File: config.mk
export PLATFORM = sky130hd
export DESIGN_NAME = uart_receiver
export DESIGN_NICKNAME = d
export VERILOG_FILES = /design/src/rtl/uart_receiver.sv
export SDC_FILE = /design/constraint.sdc
export NUM_CORES = 1
export LEC_CHECK = 0
export CORE_UTILIZATION = 30
export DETAILED_ROUTE_END_ITERATION = 6
export HOLD_SLACK_MARGIN = 0.15
export PLACE_DENSITY_LB_ADDON = 0.2
export SYNTH_ARGS = -nofsm -noshare
export SYNTH_HDL_FRONTEND = slang
export SYNTH_SLANG_ARGS = --single-unit
File: constraint.sdc
create_clock -name clk -period 2 [get_ports clk]
set_input_delay 0.2 -clock clk [delete_from_list [all_inputs] [get_ports clk]]
set_output_delay 0.2 -clock clk [all_outputs]
set_load 0.005 [all_outputs]
File: src/rtl/uart_receiver.sv
// 8N1 UART receiver: oversampled rx, start-bit confirmation at mid-bit, stop-bit validation.
// Define UART_RX_PARITY_EN to receive 8E1 frames with a parity-error strobe.
module uart_receiver #(
   parameter int OVERSAMPLE = 16,
   parameter int SAMPLE_PT  = OVERSAMPLE / 2 - 1
) (
   input  logic       clk,
   input  logic       reset,
   input  logic       en,
   input  logic       rx,
   output logic [7:0] data_out,
   output logic       valid,
   output logic       frame_err,
   output logic       parity_err,
   output logic       busy
);

   localparam int TW = $clog2(OVERSAMPLE);
   localparam logic [TW-1:0] TICK_LAST = TW'(OVERSAMPLE - 1);
   localparam logic [TW-1:0] TICK_MID  = TW'(SAMPLE_PT);
   localparam logic [TW-1:0] TICK_ONE  = TW'(1);

   typedef enum logic [2:0] {
      IDLE      = 3'd0,
      START     = 3'd1,
      DATA      = 3'd2,
      STOP      = 3'd3,
      WAIT_HIGH = 3'd4
`ifdef UART_RX_PARITY_EN
      , PARITY  = 3'd5
`endif
   } state_t;

   state_t          state_q, state_d;
   logic [TW-1:0]   tick_q, tick_d;
   logic [2:0]      bit_idx_q, bit_idx_d;
   logic [7:0]      shift_q, shift_d;
   logic [7:0]      data_q, data_d;
   logic            valid_q, valid_d;
   logic            frame_err_q, frame_err_d;
   logic            rx_meta_q, rx_meta_d;
   logic            rx_s_q, rx_s_d;
`ifdef UART_RX_PARITY_EN
   logic            parity_bit_q, parity_bit_d;
   logic            parity_err_q, parity_err_d;
`endif

   always_comb begin
      state_d     = state_q;
      tick_d      = tick_q;
      bit_idx_d   = bit_idx_q;
      shift_d     = shift_q;
      data_d      = data_q;
      valid_d     = 1'b0;
      frame_err_d = 1'b0;
      rx_meta_d   = rx;
      rx_s_d      = rx_meta_q;
`ifdef UART_RX_PARITY_EN
      parity_bit_d = parity_bit_q;
      parity_err_d = 1'b0;
`endif

      case (state_q)
         IDLE: begin
            tick_d    = '0;
            bit_idx_d = '0;
            if (!rx_s_q) state_d = START;
         end

         // A start bit must still be low at its midpoint; this also realigns
         // the tick counter so every later sample lands mid-bit.
         START: if (en) begin
            if (tick_q == TICK_MID) begin
               tick_d    = '0;
               bit_idx_d = '0;
               state_d   = rx_s_q ? IDLE : DATA;
            end else begin
               tick_d = tick_q + TICK_ONE;
            end
         end

         DATA: if (en) begin
            if (tick_q == TICK_LAST) begin
               tick_d  = '0;
               shift_d = {rx_s_q, shift_q[7:1]};
               if (bit_idx_q == 3'd7) begin
`ifdef UART_RX_PARITY_EN
                  state_d = PARITY;
`else
                  state_d = STOP;
`endif
               end else begin
                  bit_idx_d = bit_idx_q + 3'd1;
               end
            end else begin
               tick_d = tick_q + TICK_ONE;
            end
         end

`ifdef UART_RX_PARITY_EN
         PARITY: if (en) begin
            if (tick_q == TICK_LAST) begin
               tick_d       = '0;
               parity_bit_d = rx_s_q;
               state_d      = STOP;
            end else begin
               tick_d = tick_q + TICK_ONE;
            end
         end
`endif

         // Leaving at mid-stop leaves half a bit to catch a back-to-back start edge.
         STOP: if (en) begin
            if (tick_q == TICK_LAST) begin
               tick_d = '0;
               data_d = shift_q;
               if (rx_s_q) begin
                  valid_d = 1'b1;
`ifdef UART_RX_PARITY_EN
                  parity_err_d = (parity_bit_q != ^shift_q);
`endif
                  state_d = IDLE;
               end else begin
                  frame_err_d = 1'b1;
                  state_d     = WAIT_HIGH;
               end
            end else begin
               tick_d = tick_q + TICK_ONE;
            end
         end

         WAIT_HIGH: if (rx_s_q) state_d = IDLE;

         default: state_d = IDLE;
      endcase
   end

   always_ff @(posedge clk) begin
      if (!reset) begin
         state_q     <= IDLE;
         tick_q      <= '0;
         bit_idx_q   <= '0;
         shift_q     <= '0;
         data_q      <= '0;
         valid_q     <= 1'b0;
         frame_err_q <= 1'b0;
         rx_meta_q   <= 1'b1;
         rx_s_q      <= 1'b1;
`ifdef UART_RX_PARITY_EN
         parity_bit_q <= 1'b0;
         parity_err_q <= 1'b0;
`endif
      end else begin
         state_q     <= state_d;
         tick_q      <= tick_d;
         bit_idx_q   <= bit_idx_d;
         shift_q     <= shift_d;
         data_q      <= data_d;
         valid_q     <= valid_d;
         frame_err_q <= frame_err_d;
         rx_meta_q   <= rx_meta_d;
         rx_s_q      <= rx_s_d;
`ifdef UART_RX_PARITY_EN
         parity_bit_q <= parity_bit_d;
         parity_err_q <= parity_err_d;
`endif
      end
   end

   assign data_out  = data_q;
   assign valid     = valid_q;
   assign frame_err = frame_err_q;
   assign busy      = (state_q != IDLE);
`ifdef UART_RX_PARITY_EN
   assign parity_err = parity_err_q;
`else
   assign parity_err = 1'b0;
`endif

endmodule

## Word-level counts from Yosys, hierarchy flattened

Cells that the tools add are included.

- Input port bits: 4
- Output and inout port bits: 12
- Bits in latches: 0
- Memories: 0
- Bits in writable memories: 0
- Register bits: 30
- Logic and storage cells: 65
- Memory bits (read-only): 0

- Bitwise operators: 0
- Equal/unequal tests: 18
- Reductions and logical operators: 11
- Multiply operators: 0
- Shifts and indexed selects: 0
- Div/mod/pow operators: 0
- Order comparisons: 0
- Multiplexer cells: 25
- $add $sub $neg: 2

Operator list:

| cell | count |
|---|---|
| $mux 3 | 15 |
| $ne 2x2->1 const B | 10 |
| $mux 4 | 4 |
| $pmux 3 s5 | 1 |
| $pmux 4 s3 | 1 |
| $pmux 3 s3 | 1 |
| $reduce_and 3->1 | 3 |
| $reduce_and 9->1 | 1 |
| $reduce_bool 3->1 | 3 |
| $eq 3x2->1 const B | 2 |
| $eq 3x3->1 const B | 2 |
| $reduce_and 6->1 | 1 |
| $add 4x1->4 const B | 1 |
| $eq 4x3->1 const B | 1 |
| $eq 4x4->1 const B | 1 |
| $reduce_and 4->1 | 1 |
| $add 3x1->3 const B | 1 |
| $eq 3x1->1 const B | 1 |
| $logic_not 3->1 | 1 |
| $mux 1 | 2 |
| $mux 2 | 1 |
| $ne 2x1->1 const B | 1 |
| $reduce_or 2->1 | 1 |

## Depth between registers and ports, before layout

Gate-level depths: netlist of run 1.

- Depth after elaboration: 5
- Depth in mapped cells: 6
- Depth with buffers taken out: 6

## Worst setup path after synthesis of run 1

OpenSTA, ideal clock, no wires.

- Path type: register to register
- Start point: register tick_q[0]
- End point: register data_q[1] (netlist: data_out[1])
- Required time: 1.872 ns
- Path buffers: 1
- Stages on the path, launching flop included: 7
- Clock period less this slack: 1.380 ns
- Arrival: 1.252 ns
- Setup slack: 0.620 ns
- Library setup time: 0.128 ns
- Path through: dfxtp_1 -> ha_1 -> and2_1 -> nand3_1 -> buf_2 -> mux2i_1 -> nor2_1

- Cells in the longest elaborated chain, start to end: 2

RTL lines:

| item | line | source |
|---|---|---|
| from (decl) | 35 | `logic [TW-1:0] tick_q, tick_d;` |
| from (signal assigned) | 155 | `tick_q <= tick_d;` |
| $eq 4x4->1 | 114 | `if (tick_q == TICK_LAST) begin` |
| $reduce_and 3->1 (no source line) | - |  |
| to (signal assigned) | 158 | `data_q <= data_d;` |
| to (decl) | 38 | `logic [7:0] data_q, data_d;` |

No other way between the ends.
A chain may end at the register's enable or synchronous reset.

## Worst setup path after layout of run 1

- Start point: register state_q[1]
- End point: output busy

- Cells in the longest elaborated chain, start to end: 1

RTL lines:

| item | line | source |
|---|---|---|
| from (decl) | 34 | `state_t state_q, state_d;` |
| from (signal assigned) | 154 | `state_q <= state_d;` |
| $reduce_bool 3->1 | 173 | `assign busy = (state_q != IDLE);` |
| to (decl) | 15 | `output logic busy` |

No other way between the ends.

==> results of run 1 <==
## power by group
group          internal, mW  switching [mW]  total, mW
clock network         0.277           0.224      0.501
logic                0.0175          0.0239     0.0414
registers             0.601         0.00503      0.606
## registers in the layout (all words and copies together), names as in the netlist
signal     count
bit_idx_q      3
data_out       8
frame_err      1
rx_meta_q      1
rx_s_q         1
shift_q        8
state_q        3
tick_q         4
valid          1
## worst max-delay path, stage by stage (launching register included)
cell and delay, ns:
dfxtp_1 0.61, nor2_2 0.18, nand2_1 0.10, clkdlybuf4s50_1 0.49
## cells by family after synthesis
logic type | after synthesis
compound gates | 14
xor+xnor | 1
fa+ha+maj | 3
buf+inv | 13
flops | 30
mux | 17
other cells | 1
simple gates | 63
## layout make-up
class,count,area [um2]
clock buffers,7,86.3
repair buffers,19,178
multi-input cells,99,661
flip-flops and latches,30,601
well taps,52,65.1
inverters,2,7.51
clock inverters,1,5.00
fillers,448,2780
## timing repair
action / 4_1_cts / 5_1_grt
resized for setup: 0 / 1
buffers inserted: 0 / 0
setup endpoints to repair: 0 / 1
hold endpoints to repair: 0 / 0
## synthesized netlist by cell type
master	count	area, um2
a21oi_1	4	20.0
and2_1	1	6.26
nor4_1	1	6.26
and3_1	2	12.5
nor3b_2	1	12.5
o21ai_0	3	15.0
nand3_2	1	10.0
nand2b_1	3	18.8
clkbuf_8	3	41.3
buf_4	2	15.0
dfxtp_1	30	601
ha_1	3	37.5
mux2i_1	17	170
o211ai_1	2	15.0
clkbuf_1	2	7.51
nand2_1	5	18.8
nand4_1	1	6.26
nor2_1	27	101
nand4b_1	4	35.0
or3_4	1	11.3
a31oi_1	2	12.5
nor3b_1	1	7.51
nor3_1	2	10.0
conb_1	1	3.75
buf_6	3	33.8
and4b_1	1	10.0
inv_1	2	7.51
buf_2	1	5.00
o31ai_2	1	12.5
a32oi_1	2	17.5
nand3_1	12	60.1
xnor2_4	1	27.5
## stage by stage
step / worst slack (ns) / cell area (um2) / instances / hold WS (ns)
floorplan: 0.620 / 1370 / 142 / 0.273
CTS: 0.0463 / 1600 / 210 / 0.436
global placement: 0.353 / 1510 / 202 / 0.396
detailed placement: 0.355 / 1510 / 202 / 0.407
finish: 0.139 / 1600 / 210 / 0.427
global route: 0.0518 / 1600 / 210 / 0.473
## worst min path at each step
stage	from	to	slack, ns	cells after the start
2_1_floorplan	reset	rx_meta_q	0.27	1
5_1_grt	rx_meta_q	rx_s_q	0.47	1
6_report	rx_meta_q	rx_s_q	0.43	1
3_5_place_dp	rx_meta_q	rx_s_q	0.41	1
3_3_place_gp	rx_meta_q	rx_s_q	0.40	1
4_1_cts	rx_meta_q	rx_s_q	0.44	1
## layer usage
metal,vias to the layer above,share of wire
met5,-,0
met4,0,0.024
met3,8,0.041
met2,24,0.44
met1,491,0.49
li1,523,-
==> run summary, run 1 <==
final wirelength -> 2800 um
Initial Util -> 0.312
layout cells sized above 1 -> 0.114
R2R cell count -> 5
Pre-antenna DRT Iters -> 4
simple-gate share of the synthesized area -> 0.239
synthesized net count -> 149
RSZ-0062 raised after global routing -> false
pins over their slew limit -> 0
Cell Pwr Density -> 716 nW/um2
Synth Area in XOR/XNOR -> 0.0201
total grt overflow -> 0
final net count -> 164
CTS Buffer Depth -> 2
commonest non-fill, non-tap cell in the layout -> dfxtp_1
wire length per cell -> 13.3 um
Final Hold Vio Count -> 0
Final Critical Period -> 1.86 ns
global routing usage on met2 -> 0.192
CP Max Fanout -> 9
largest vdd supply drop -> 0.378 mV
FP Rows -> 24
setup TNS -> 0 ns
Port Buffers -> 14
clk_skew -> 0.00360 ns
vias in the first global route -> 1,011
crit path to -> busy
r2r setup slk -> 0.33 ns
Req. time, crit path -> 1.80 ns
DR iter-0 viols -> 72
Core ar. -> 4380 um2
Avg Cell Area, Syn -> 9.64 um2
status -> finished clean
pin count of the biggest net entering global routing -> 22
Max-Cap Viols -> 0
Post-Syn Area -> 1370 um2
post-synthesis cell type count -> 32
DIE WIDTH -> 69.5 um
reg2reg start -> state_q[1]
CTS tree -> done
DP HPWL -> 1900 um
first-pass GRT wire length -> 4770 um
hold buffers post-CTS -> 0
clock sinks -> 30
Post-DRT Antenna Nets -> 0
initial antenna violation count -> 0
Crit. End Element -> output port
largest family of logic cells by synthesized area -> simple AND/OR/NAND/NOR gates
Worst Hold Class -> register to register
GRT met3 Usage -> 0.0465
n_diodes -> 0
die height -> 69.5 um
sequential-to-total area share from yosys stat -> 0.439
Adder-Cell Fraction of Synth Area -> 0.0274
global-route layer with the greatest usage -> met2
total chip power -> 1.15 mW
Pleak -> 0.625 nW
critical path class -> register to output port
Mapped Cells -> 142
CP startpoint kind -> register
Synth Area in Compound Gates -> 0.0676
Ys Warns -> 0
CTS Root Buffer Type -> clkbuf_8
area grow syn2layout -> 17.1%
fin crit share -> 0.931
met1 Track Usage GR -> 0.160
full die area -> 4840 um2
gpl congestion -> 0.791
post-synthesis register bit count -> 30
most frequent cells in the layout -> dfxtp_1 (30), nor2_1 (26), mux2i_1 (17), clkdlybuf4s50_1 (14), nand3_1 (12)
Worst R2R End -> shift_q[5]
DR DRC count -> 0
Max Fclk -> 537 MHz
CP Data Arrival Time -> 1.66 ns
gr usage total -> 0.128
H-tree Lvls -> 2
# IOs -> 16
Worst Setup SP -> state_q[1]
total CTS buffers -> 5
Final Setup Violations -> 0
Via Count -> 1,046
mux share of post-synthesis cell area -> 0.124
Reg clk slew, reported paths -> 0.06 ns
Worst-Skew Late Latency -> 0.28 ns
vias per cell -> 4.98
fin util -> 0.366
No activity file was read; power rests on OpenSTA's default activity.
==> inputs of run 2 (changes only) <==
--- a/config.mk
+++ b/config.mk
@@ -5,10 +5,11 @@
 export SDC_FILE = /design/constraint.sdc
 export NUM_CORES = 1
 export LEC_CHECK = 0
-export CORE_UTILIZATION = 30
+export CORE_UTILIZATION = 54
 export DETAILED_ROUTE_END_ITERATION = 6
 export HOLD_SLACK_MARGIN = 0.15
 export PLACE_DENSITY_LB_ADDON = 0.2
+export SETUP_SLACK_MARGIN = 0.05
 export SYNTH_ARGS = -nofsm -noshare
 export SYNTH_HDL_FRONTEND = slang
 export SYNTH_SLANG_ARGS = --single-unit
==> run summary, run 2 (synthesized netlist as in run 1, its figures left out) <==
Placed Cells -> 179
critical path's top delay family -> buffers and inverters
Crit. End Element -> output port
Worst path max stage delay -> 0.53 ns
Max-slew headroom -> 0.595
Final Setup Violations -> 0
max layer used -> met4
Worst Path Buf+Inv -> 2
DP HPWL -> 1690 um
CP Data Arrival Time -> 1.61 ns
pins over their slew limit -> 0
Max Fclk -> 553 MHz
Final Hold Vio Count -> 0
H-tree Lvls -> 2
Place WS -> 0.326 ns
gpl congestion -> 0.914
die height -> 52.3 um
CTS tree -> done
DR WL met3 -> 145 um
clk_skew -> 0.0109 ns
Core ar. -> 2300 um2
first-pass GRT wire length -> 4070 um
Initial Util -> 0.596
most frequent cells in the layout -> dfxtp_1 (30), nor2_1 (27), mux2i_1 (17), clkdlybuf4s50_1 (14), nand3_1 (12)
wire length per cell -> 13.7 um
full die area -> 2740 um2
area grow syn2layout -> 14.3%
setup TNS -> 0 ns
design area -> 1560 um2
Pre-antenna DRT Iters -> 4
Via Count -> 1,045
slowest CP cell -> dfxtp_1
total grt overflow -> 0
Worst Hold Class -> input port to register
vias per cell -> 5.59
gr usage total -> 0.211
Port Buffers -> 14
r2r setup slk -> 0.38 ns
n_diodes -> 0
layout cells sized above 1 -> 0.119
Cell Pwr Density -> 717 nW/um2
DIE WIDTH -> 52.3 um
DP Area -> 1490 um2
total CTS buffers -> 5
Worst-Skew Late Latency -> 0.33 ns
worst-path cell chain -> inv_1 -> nand2_1 -> clkdlybuf4s50_1
commonest non-fill, non-tap cell in the layout -> dfxtp_1
Setup Buffers After CTS -> 0
largest vdd supply drop -> 0.686 mV
Max-Cap Viols -> 0
DR DRC count -> 0
RSZ-0062 raised after global routing -> false
CTS Root Buffer Type -> clkbuf_4
fin crit share -> 0.904
clock sinks -> 30
status -> finished clean
CP Max Fanout -> 10
# IOs -> 16
Pleak -> 0.626 nW
hold buffers post-CTS -> 0
minimum setup slack in the final design -> 0.192 ns
Worst Tran Pin Value -> 0.607 ns
CP startpoint kind -> register
Post-DRT Antenna Nets -> 0
CTS Buffer Depth -> 2
fillers -> 183
final net count -> 165
critical path class -> register to output port
WL met2 -> 1190 um
Non-Filler Instances -> 187
total chip power -> 1.12 mW
Req. time, crit path -> 1.80 ns
wl on met1 -> 1190 um
number of gates resized after cts -> 0
pin count of the biggest net entering global routing -> 22
Reg clk slew, reported paths -> 0.10 ns
initial antenna violation count -> 0
DR iter-0 viols -> 31
FP Rows -> 17
vias in the first global route -> 933
final wirelength -> 2570 um
Final Critical Period -> 1.81 ns
## run 2: per-layer routing
layer  GRT usage  up-vias
li1            -      528
met1       0.258      477
met2       0.331       32
met3      0.0638        8
met4       0.105        0
met5           0        -
## run 2: power breakdown
part,total [mW],switching (mW),leakage [nW],internal [mW]
Clock,0.476,0.217,0.0450,0.259
Combinational,0.0410,0.0237,0.339,0.0173
Sequential,0.605,0.00450,0.242,0.600
## run 2: layout make-up
| type | count | area [um2] | area share |
|---|---|---|---|
| Clock buffer | 5 | 37.5 | 0.0240 |
| Clock inverter | 3 | 40.0 | 0.0256 |
| Inverter | 2 | 7.51 | 0.00480 |
| Multi-Input combinational cell | 99 | 658 | 0.421 |
| Sequential cell | 30 | 601 | 0.384 |
| Tap cell | 28 | 35.0 | 0.0224 |
| Timing Repair Buffer | 20 | 185 | 0.118 |
## run 2: path summary, 6_finish.rpt
| kind | depth (start not counted) | end | start |
|---|---|---|---|
| max | 3 | busy | state_q[2] |
| min | 2 | rx_meta_q | rx |
| max reg2reg | 5 | shift_q[1] | tick_q[3] |
| min reg2reg | 1 | rx_s_q | rx_meta_q |
## run 2: metrics by stage
stage           util  hold slack [ns]
2_1_floorplan      -            0.273
3_3_place_gp   0.647            0.409
3_5_place_dp   0.647            0.427
4_1_cts        0.681            0.427
5_1_grt        0.681            0.415
6_report       0.681            0.424
